--- src/rtl/sdram_bus_scheduler_pkg.sv ---
// Shared width defaults and FSM state encoding for the SDRAM bus scheduler.
package sdram_bus_scheduler_pkg;

    localparam int unsigned DEF_ARBITER_BUS_SIZE = 3;
    localparam int unsigned DEF_PADD_SIZE        = 24;
    localparam int unsigned DEF_CMD_SIZE         = 3;
    localparam int unsigned DEF_DATA_SIZE        = 32;
    localparam int unsigned DEF_FIFO_SIZE        = 8;
    localparam int unsigned DEF_BURST_MAX        = 8;

    typedef enum logic [1:0] {
        ST_IDLE    = 2'd0,
        ST_OWN     = 2'd1,
        ST_RELEASE = 2'd2
    } state_t;

endpackage

--- src/rtl/sdram_bus_scheduler_rr_pick.sv ---
// Round-robin winner search: first requester above last_owner, wrapping modulo N.
module rr_pick #(
    parameter int unsigned N  = 3,
    parameter int unsigned LW = 2
) (
    input  logic [N-1:0]  request,
    input  logic [LW-1:0] last_owner,
    output logic [N-1:0]  winner
);

    int unsigned pos;
    logic        found;

    always_comb begin
        winner = '0;
        found  = 1'b0;
        pos    = 0;
        for (int unsigned i = 1; i <= N; i++) begin
            pos = 32'(last_owner) + i;
            if (pos >= N) pos = pos - N;
            if (!found && request[LW'(pos)]) begin
                winner[LW'(pos)] = 1'b1;
                found            = 1'b1;
            end
        end
    end

endmodule

--- src/rtl/sdram_bus_scheduler.sv ---
// Three-requester SDRAM bus scheduler: round-robin grant, bounded bursts, one-cycle release gap.
module sdram_bus_scheduler
    import sdram_bus_scheduler_pkg::*;
#(
    parameter int unsigned ARBITER_BUS_SIZE = DEF_ARBITER_BUS_SIZE,
    parameter int unsigned PADD_SIZE        = DEF_PADD_SIZE,
    parameter int unsigned CMD_SIZE         = DEF_CMD_SIZE,
    parameter int unsigned DATA_SIZE        = DEF_DATA_SIZE,
    parameter int unsigned FIFO_SIZE        = DEF_FIFO_SIZE,
    parameter int unsigned BURST_MAX        = DEF_BURST_MAX
) (
    input  logic                        clk0,
    input  logic                        reset,
    input  logic [ARBITER_BUS_SIZE-1:0] bus_request,
    input  logic [PADD_SIZE-1:0]        dma_addr,
    input  logic [PADD_SIZE-1:0]        dcache_addr,
    input  logic [PADD_SIZE-1:0]        icache_addr,
    input  logic [CMD_SIZE-1:0]         dma_cmd,
    input  logic [CMD_SIZE-1:0]         dcache_cmd,
    input  logic [CMD_SIZE-1:0]         icache_cmd,
    input  logic [FIFO_SIZE-1:0]        dma_dataout,
    input  logic [DATA_SIZE-1:0]        dcache_dataout,
    input  logic [DATA_SIZE-1:0]        icache_dataout,
    input  logic [DATA_SIZE-1:0]        sdram_dataout,
    input  logic                        sdram_ack,
    output logic [ARBITER_BUS_SIZE-1:0] bus_grant,
    output logic [PADD_SIZE-1:0]        sdram_addr,
    output logic [CMD_SIZE-1:0]         sdram_cmd,
    output logic [DATA_SIZE-1:0]        sdram_datain,
    output logic [FIFO_SIZE-1:0]        dma_datain,
    output logic [DATA_SIZE-1:0]        dcache_datain,
    output logic [DATA_SIZE-1:0]        icache_datain,
    output logic                        busy
);

    localparam int unsigned LW = $clog2(ARBITER_BUS_SIZE);
    localparam int unsigned CW = $clog2(BURST_MAX + 1);

    state_t                      state;
    logic [LW-1:0]               last_owner;
    logic [LW-1:0]               owner_idx;
    logic [CW-1:0]               cnt;
    logic [ARBITER_BUS_SIZE-1:0] pick;
    logic                        owner_drop;
    logic                        burst_done;

    rr_pick #(
        .N  (ARBITER_BUS_SIZE),
        .LW (LW)
    ) u_rr_pick (
        .request    (bus_request),
        .last_owner (last_owner),
        .winner     (pick)
    );

    assign owner_idx  = bus_grant[2] ? LW'(2) : (bus_grant[1] ? LW'(1) : LW'(0));
    assign owner_drop = ~|(bus_request & bus_grant);
    assign burst_done = sdram_ack && (cnt == CW'(BURST_MAX - 1));

    // Drop and final ack in the same cycle fold into one transition, so one release.
    always_ff @(posedge clk0 or negedge reset) begin
        if (!reset) begin
            state      <= ST_IDLE;
            bus_grant  <= '0;
            cnt        <= '0;
            last_owner <= LW'(ARBITER_BUS_SIZE - 1);
            busy       <= 1'b0;
        end else begin
            case (state)
                ST_IDLE, ST_RELEASE: begin
                    if (|bus_request) begin
                        state     <= ST_OWN;
                        bus_grant <= pick;
                        cnt       <= '0;
                        busy      <= 1'b1;
                    end else begin
                        state     <= ST_IDLE;
                        bus_grant <= '0;
                        busy      <= 1'b0;
                    end
                end
                ST_OWN: begin
                    if (sdram_ack) cnt <= cnt + CW'(1);
                    if (owner_drop || burst_done) begin
                        state      <= ST_RELEASE;
                        bus_grant  <= '0;
                        busy       <= 1'b0;
                        last_owner <= owner_idx;
                    end
                end
                default: begin
                    state     <= ST_IDLE;
                    bus_grant <= '0;
                    busy      <= 1'b0;
                end
            endcase
        end
    end

    // Owner-steered muxes; grant is zero outside OWN so everything idles to zero.
    always_comb begin
        sdram_addr    = '0;
        sdram_cmd     = '0;
        sdram_datain  = '0;
        dma_datain    = '0;
        dcache_datain = '0;
        icache_datain = '0;
        if (bus_grant[0]) begin
            sdram_addr   = dma_addr;
            sdram_cmd    = dma_cmd;
            sdram_datain = DATA_SIZE'(dma_dataout);
            dma_datain   = sdram_dataout[FIFO_SIZE-1:0];
        end else if (bus_grant[1]) begin
            sdram_addr    = dcache_addr;
            sdram_cmd     = dcache_cmd;
            sdram_datain  = dcache_dataout;
            dcache_datain = sdram_dataout;
        end else if (bus_grant[2]) begin
            sdram_addr    = icache_addr;
            sdram_cmd     = icache_cmd;
            sdram_datain  = icache_dataout;
            icache_datain = sdram_dataout;
        end
    end

endmodule

--- config.mk ---
export PLATFORM = sky130hd
export DESIGN_NAME = sdram_bus_scheduler
export DESIGN_NICKNAME = d
export VERILOG_FILES = /design/src/rtl/sdram_bus_scheduler_pkg.sv /design/src/rtl/sdram_bus_scheduler_rr_pick.sv /design/src/rtl/sdram_bus_scheduler.sv
export SDC_FILE = /design/constraint.sdc
export NUM_CORES = 1
export LEC_CHECK = 0
export CORE_AREA = 5 5 123 125
export CTS_CLUSTER_SIZE = 40
export DETAILED_ROUTE_END_ITERATION = 7
export DIE_AREA = 0 0 128 130
export PLACE_DENSITY_LB_ADDON = 0.12
export SKIP_LAST_GASP = 1
export SLEW_MARGIN = 20
export SYNTH_ARGS = -nofsm -noshare
export SYNTH_HDL_FRONTEND = slang
export SYNTH_HIERARCHICAL = 1
export SYNTH_SLANG_ARGS = --single-unit
--- constraint.sdc ---
create_clock -name clk0 -period 1.85 [get_ports clk0]
set_clock_uncertainty 0.2 [all_clocks]
set_input_delay 0.2775 -clock clk0 [delete_from_list [all_inputs] [get_ports clk0]]
set_output_delay 0.2775 -clock clk0 [all_outputs]
set_load 0.1 [all_outputs]
* Yosys cells after proc, flatten, opt, wreduce, memory -nomap -nowiden
Cells that the tools add are included.
** Word-level totals
- Bits of input ports :: 191
- Bits in registers :: 12
- Logic and storage cells :: 96
** Cells by class
- Reduce and logical (&&, ||, !) cells :: 17
- $lt $le $gt $ge :: 9
- Equality and inequality tests :: 6
- $add $sub $neg :: 7
- Multiplexer cells :: 49
- Bitwise gates (word level) :: 3
** Operators by type and width (count)
- $mux W32 :: 8
- $mux W24 :: 3
- $mux W3 :: 8
- $mux W1 :: 12
- $mux W2 :: 5
- $ge A3 B2 Y1 const B :: 3
- $lt A2 B3 Y1 const B :: 3
- $mux W4 :: 2
- $mux W8 :: 1
- $pmux W4 S2 :: 1
- $add A2 B2 Y3 const B :: 2
- $bmux W1 S2 :: 3
- $demux W1 S2 :: 3
- $ge A2 B1 Y1 const B :: 3
- $logic_and A1 B1 Y1 :: 6
- $ne A2 B2 Y1 const B :: 3
- $or A3 B3 Y3 :: 2
- $pmux W3 S2 :: 1
- $reduce_or A3 Y1 :: 2
- $sub A2 B2 Y2 const B :: 3
- $add A4 B1 Y4 const B :: 1
- $eq A4 B3 Y1 const B :: 1
- $pmux W2 S2 :: 1
- $add A2 B1 Y3 const B :: 1
- 11 further kinds :: 13

* Depth between registers and ports, before layout
- Depth after elaboration :: 14
- Gate-level depth with buffers :: 8
- Gate-level depth less buffers :: 7

* Hierarchy
The synthesis kept the hierarchy.
** Modules (own cells, without submodules)
- sdram_bus_scheduler :: seq. area each 301.5 um^2, area each 1915.6 um^2, cells an instance 278, times used 1
- rr_pick :: seq. area each 0.0 um^2, area each 297.8 um^2, cells an instance 36, times used 1

* Least setup slack after synthesis
OpenSTA, ideal clock, no wires.
- Kind :: reg2out
- Start :: register bus_grant[1]
- End :: output port sdram_addr[14]
- Setup slack :: -2.413 ns
- Data arrival time :: 3.785 ns
- Stages on the path, launching flop included :: 5
- Required time :: 1.372 ns
- Cell sequence :: dfrtp_1 > buf_2 > buf_1 > a22oi_1 > o21ai_0
** On the way
- Word-level cells in the longest chain between the ends :: 2
** RTL lines
- start: declaration :: line sdram_bus_scheduler.sv:26 : output logic [ARBITER_BUS_SIZE-1:0] bus_grant,
- start signal: assignment :: line sdram_bus_scheduler.sv:73 : bus_grant <= pick;
- $mux W24 :: line sdram_bus_scheduler.sv:113 : end else if (bus_grant[1]) begin
- $mux W24 :: line sdram_bus_scheduler.sv:108 : if (bus_grant[0]) begin
- end: declaration :: line sdram_bus_scheduler.sv:27 : output logic [PADD_SIZE-1:0] sdram_addr,
Every way passes these cells.

* Worst setup path in the final report
- Start :: register bus_grant[0]
- End :: output port sdram_datain[22]
** On the way
- Word-level cells in the longest chain between the ends :: 1
** RTL lines
- $mux W32 :: line sdram_bus_scheduler.sv:108
- end: declaration :: line sdram_bus_scheduler.sv:29 : output logic [DATA_SIZE-1:0] sdram_datain,
Every way passes these cells.

==> summary.md <==
| Metric | Value |
|---|---|
| Status | finished with violations |
| Failing checks | setup timing |
| Initial antenna violation count | 1 |
| PnR worst setup slack | -0.3054 ns |
| Starting Density | 0.1607 |
| Met2 wire length | 9947 um |
| 1st-pass router iterations | 4 |
| Net Count, Synth | 512 |
| Layout area overhead | 281.2% |
| Fmax | 0.4640 GHz |
| Fin util | 0.6126 |
| WL met3 | 1250 um |
| All-Layer GR Usage | 0.1995 |
| Pre-CTS setup slack | -0.3309 ns |
| Max stage delay on crit path | 0.53 ns |
| Overall routed net length | 18350 um |
| Final Hold Fails | 0 |
| Root Driver | clkbuf_16 |
| Period minus WS final | 2.155 ns |
| Critical path's top delay family | flip-flops |
| DRC viols | 0 |
| Max Slew Vio Count | 0 |
| Internal Power | 7136 uW |
| Iteration-0 DRC Markers | 120 |
| Routed Antenna Nets | 0 |
| Crit path DAT | 1.68 ns |
| VDD IR-drop max | 1279 uV |
| Clk slew on worst S/H paths | 0.04 ns |
| IO Count | 326 |
| Num CTS Buffers | 3 |
| Nets | 850 |
| Power share of the clock group | 0.025 |
| Slowest cell on crit path | dfrtp_4 |
| PwrDens | 2100 nW/um2 |
| Clk_lat worst skew | 0.24 ns |
| RSZ-0062 raised after global routing | yes |
| M1 WL | 6922 um |
| Die X | 128 um |
| Buffers & Inverters on Critical Path | 2 |
| Worst Hold Class | in2async |
| Setup_tns | -33.81 ns |
| H-Tree Depth | 1 |
| Switching power total | 10590 uW |
| Leak | 0.003355 uW |
| Sw frac | 0.5973 |
| Final Cycle Share | 1.165 |
| Flip-flop and latch count after synthesis | 12 |
| Grt total ovfl | 0 |
| Share of the synthesized area in the top cell type | 0.2035 |
| Mapped Avg Cell Area | 7.049 um2 |
| TritonCTS clock tree | built |
| Slew @ Worst Pin | 0.5169 ns |
| Drt via density | 4.552 |
| Synthesized area | 2213 um2 |
| Die H | 130 um |
| CP Max Fanout | 19 |
| Max cap viols | 0 |
| Fraction of final layout cells sized beyond drive strength 1 | 0.5207 |
| Final setup violation count | 129 |
| Routed len/inst | 22.03 um |
| Final GP Congestion | 0.8813 |
| Total number of vias | 3792 |
| Most frequent cells in the layout | clkdlybuf4s50_1, buf_12, and2_4 |
| Post-synth EDFFs | 0 |
| Port Buf Inserts | 325 |
| Worst EP required | 1.37 ns |
| Top Layer Used | met4 |
| Post-synth ARST share | 1.000 |
| Die ar. | 16640 um2 |
| Seq pwr share | 0.028 |
| Cells after synthesis | 314 |
| Main area contributors after synthesis | and2_1, dfrtp_1, a22oi_1 |
| Critical Path Sink Type | primary output |
| Row cnt | 43 |
| Gate power share | 0.947 |
| Kind of critical path | reg2out |
| Most common cell after layout, fill and taps aside | clkdlybuf4s50_1 |
| Largest net degree at the start of global routing | 30 |
| CP startpoint kind | register |
| Leading area contributor after synthesis | and2_1 |
| Yosys cell types | 42 |
| Clock sinks | 12 |
| Synth warn | 6 |
| Main flop type after synthesis | dfrtp_1 |
| Crit-path cells | and2b_4 > buf_16 > a22o_4 > buf_12 |
| Seq/Total Area, Yosys | 0.1362 |
| Via count of the first global-routing pass | 3843 |
| Core area | 13770 um2 |
| First-pass GRT wire length | 25380 um |
| Hpwl dp | 15620 um |
| Slew HR | 0.6543 |
| Min Hold Slack | 0.1861 ns |
| Clock Tree Buf Depth | 2 |
power by group through the flow:
| stage | registers, uW | logic (uW) | clock network [uW] |
|---|---|---|---|
| floorplan | 687 | 10300 | 0 |
| global placement | 500 | 16100 | 0 |
| detailed placement | 501 | 16300 | 0 |
| CTS | 500 | 16500 | 444 |
| global route | 522 | 17200 | 465 |
| finish | 502 | 16800 | 436 |
registers in the layout, indices dropped and copies added (netlist names):
name and cells:
cnt 4, state 2, last_owner 2, bus_grant 3, busy 1
worst reg2reg max path, stage by stage, from the launching register on:
cell	delay (ns)
dfstp_2	0.55
inv_4	0.05
ha_4	0.16
mux2_4	0.30
a22o_4	0.27
nor2b_1	0.13
a21oi_1	0.18
a22o_1	0.17
final timing paths:
check | from | end | slack (ns) | depth (start not counted)
worst max register to register | last_owner[1] | bus_grant[0] | -0.24 | 7
max in group asynchronous | reset | bus_grant[1] | 0.88 | 1
min in group clk0 | cnt[0] | cnt[0] | 0.30 | 1
worst min register to register | cnt[0] | cnt[0] | 0.30 | 1
worst min-delay path | reset | cnt[2] | 0.19 | 1
worst max-delay path | bus_grant[0] | sdram_datain[22] | -0.31 | 4
layer usage:
layer / up-vias / GRT usage
met5: - / 0
met4: 0 / 0.02622
met3: 20 / 0.05076
met2: 143 / 0.3777
met1: 1815 / 0.2316
li1: 1814 / -
Yosys cell counts, drive strengths merged, types with 2 or more instances:
cell type / n
a22oi: 35
inv: 7
nand3: 2
nand4: 2
a22o: 28
mux2i: 2
buf: 16
dfrtp: 11
o221ai: 2
nand3b: 2
nand2b: 2
and2b: 2
clkbuf: 15
o31ai: 2
nand2: 37
and4b: 2
nor2: 5
nor2b: 4
mux2: 4
o21ai: 41
a21oi: 3
and2: 72
ha: 7
timing repair:
item                       CTS  global route
buffers inserted             2             3
setup endpoints to repair  130           134
pin swaps                    1            18
hold buffers                 0             0
gates resized for setup      7            23
gates cloned                 2             3
layout make-up:
class / count / area, um2
repair buffers: 364 / 5129
clock buffers: 4 / 88.84
flip-flops and latches: 12 / 310.3
multi-input cells: 264 / 2651
fillers: 1125 / 5335
diodes: 2 / 5.005
well taps: 180 / 225.2
inverters: 7 / 28.78
cells by family after synthesis:
family                   count (synthesis)  share of synthesized area
flip-flops                              12                     0.1362
adder cells (fa/ha/maj)                  7                    0.03957
buffers and inverters                   38                    0.07744
multiplexers                             6                    0.03279
AO/OA/AOI/OAI                          115                     0.3618
AND/OR/NAND/NOR                        136                     0.3522
metrics by stage:
stage / total power, uW / instances / area [um2]
2_1_floorplan: 11020 / 314 / 3144
3_3_place_gp: 16630 / 817 / 8033
3_5_place_dp: 16760 / 817 / 8033
4_1_cts: 17440 / 825 / 8213
5_1_grt: 18230 / 832 / 8436
6_report: 17720 / 833 / 8438
(Power assumes the default switching activity.)
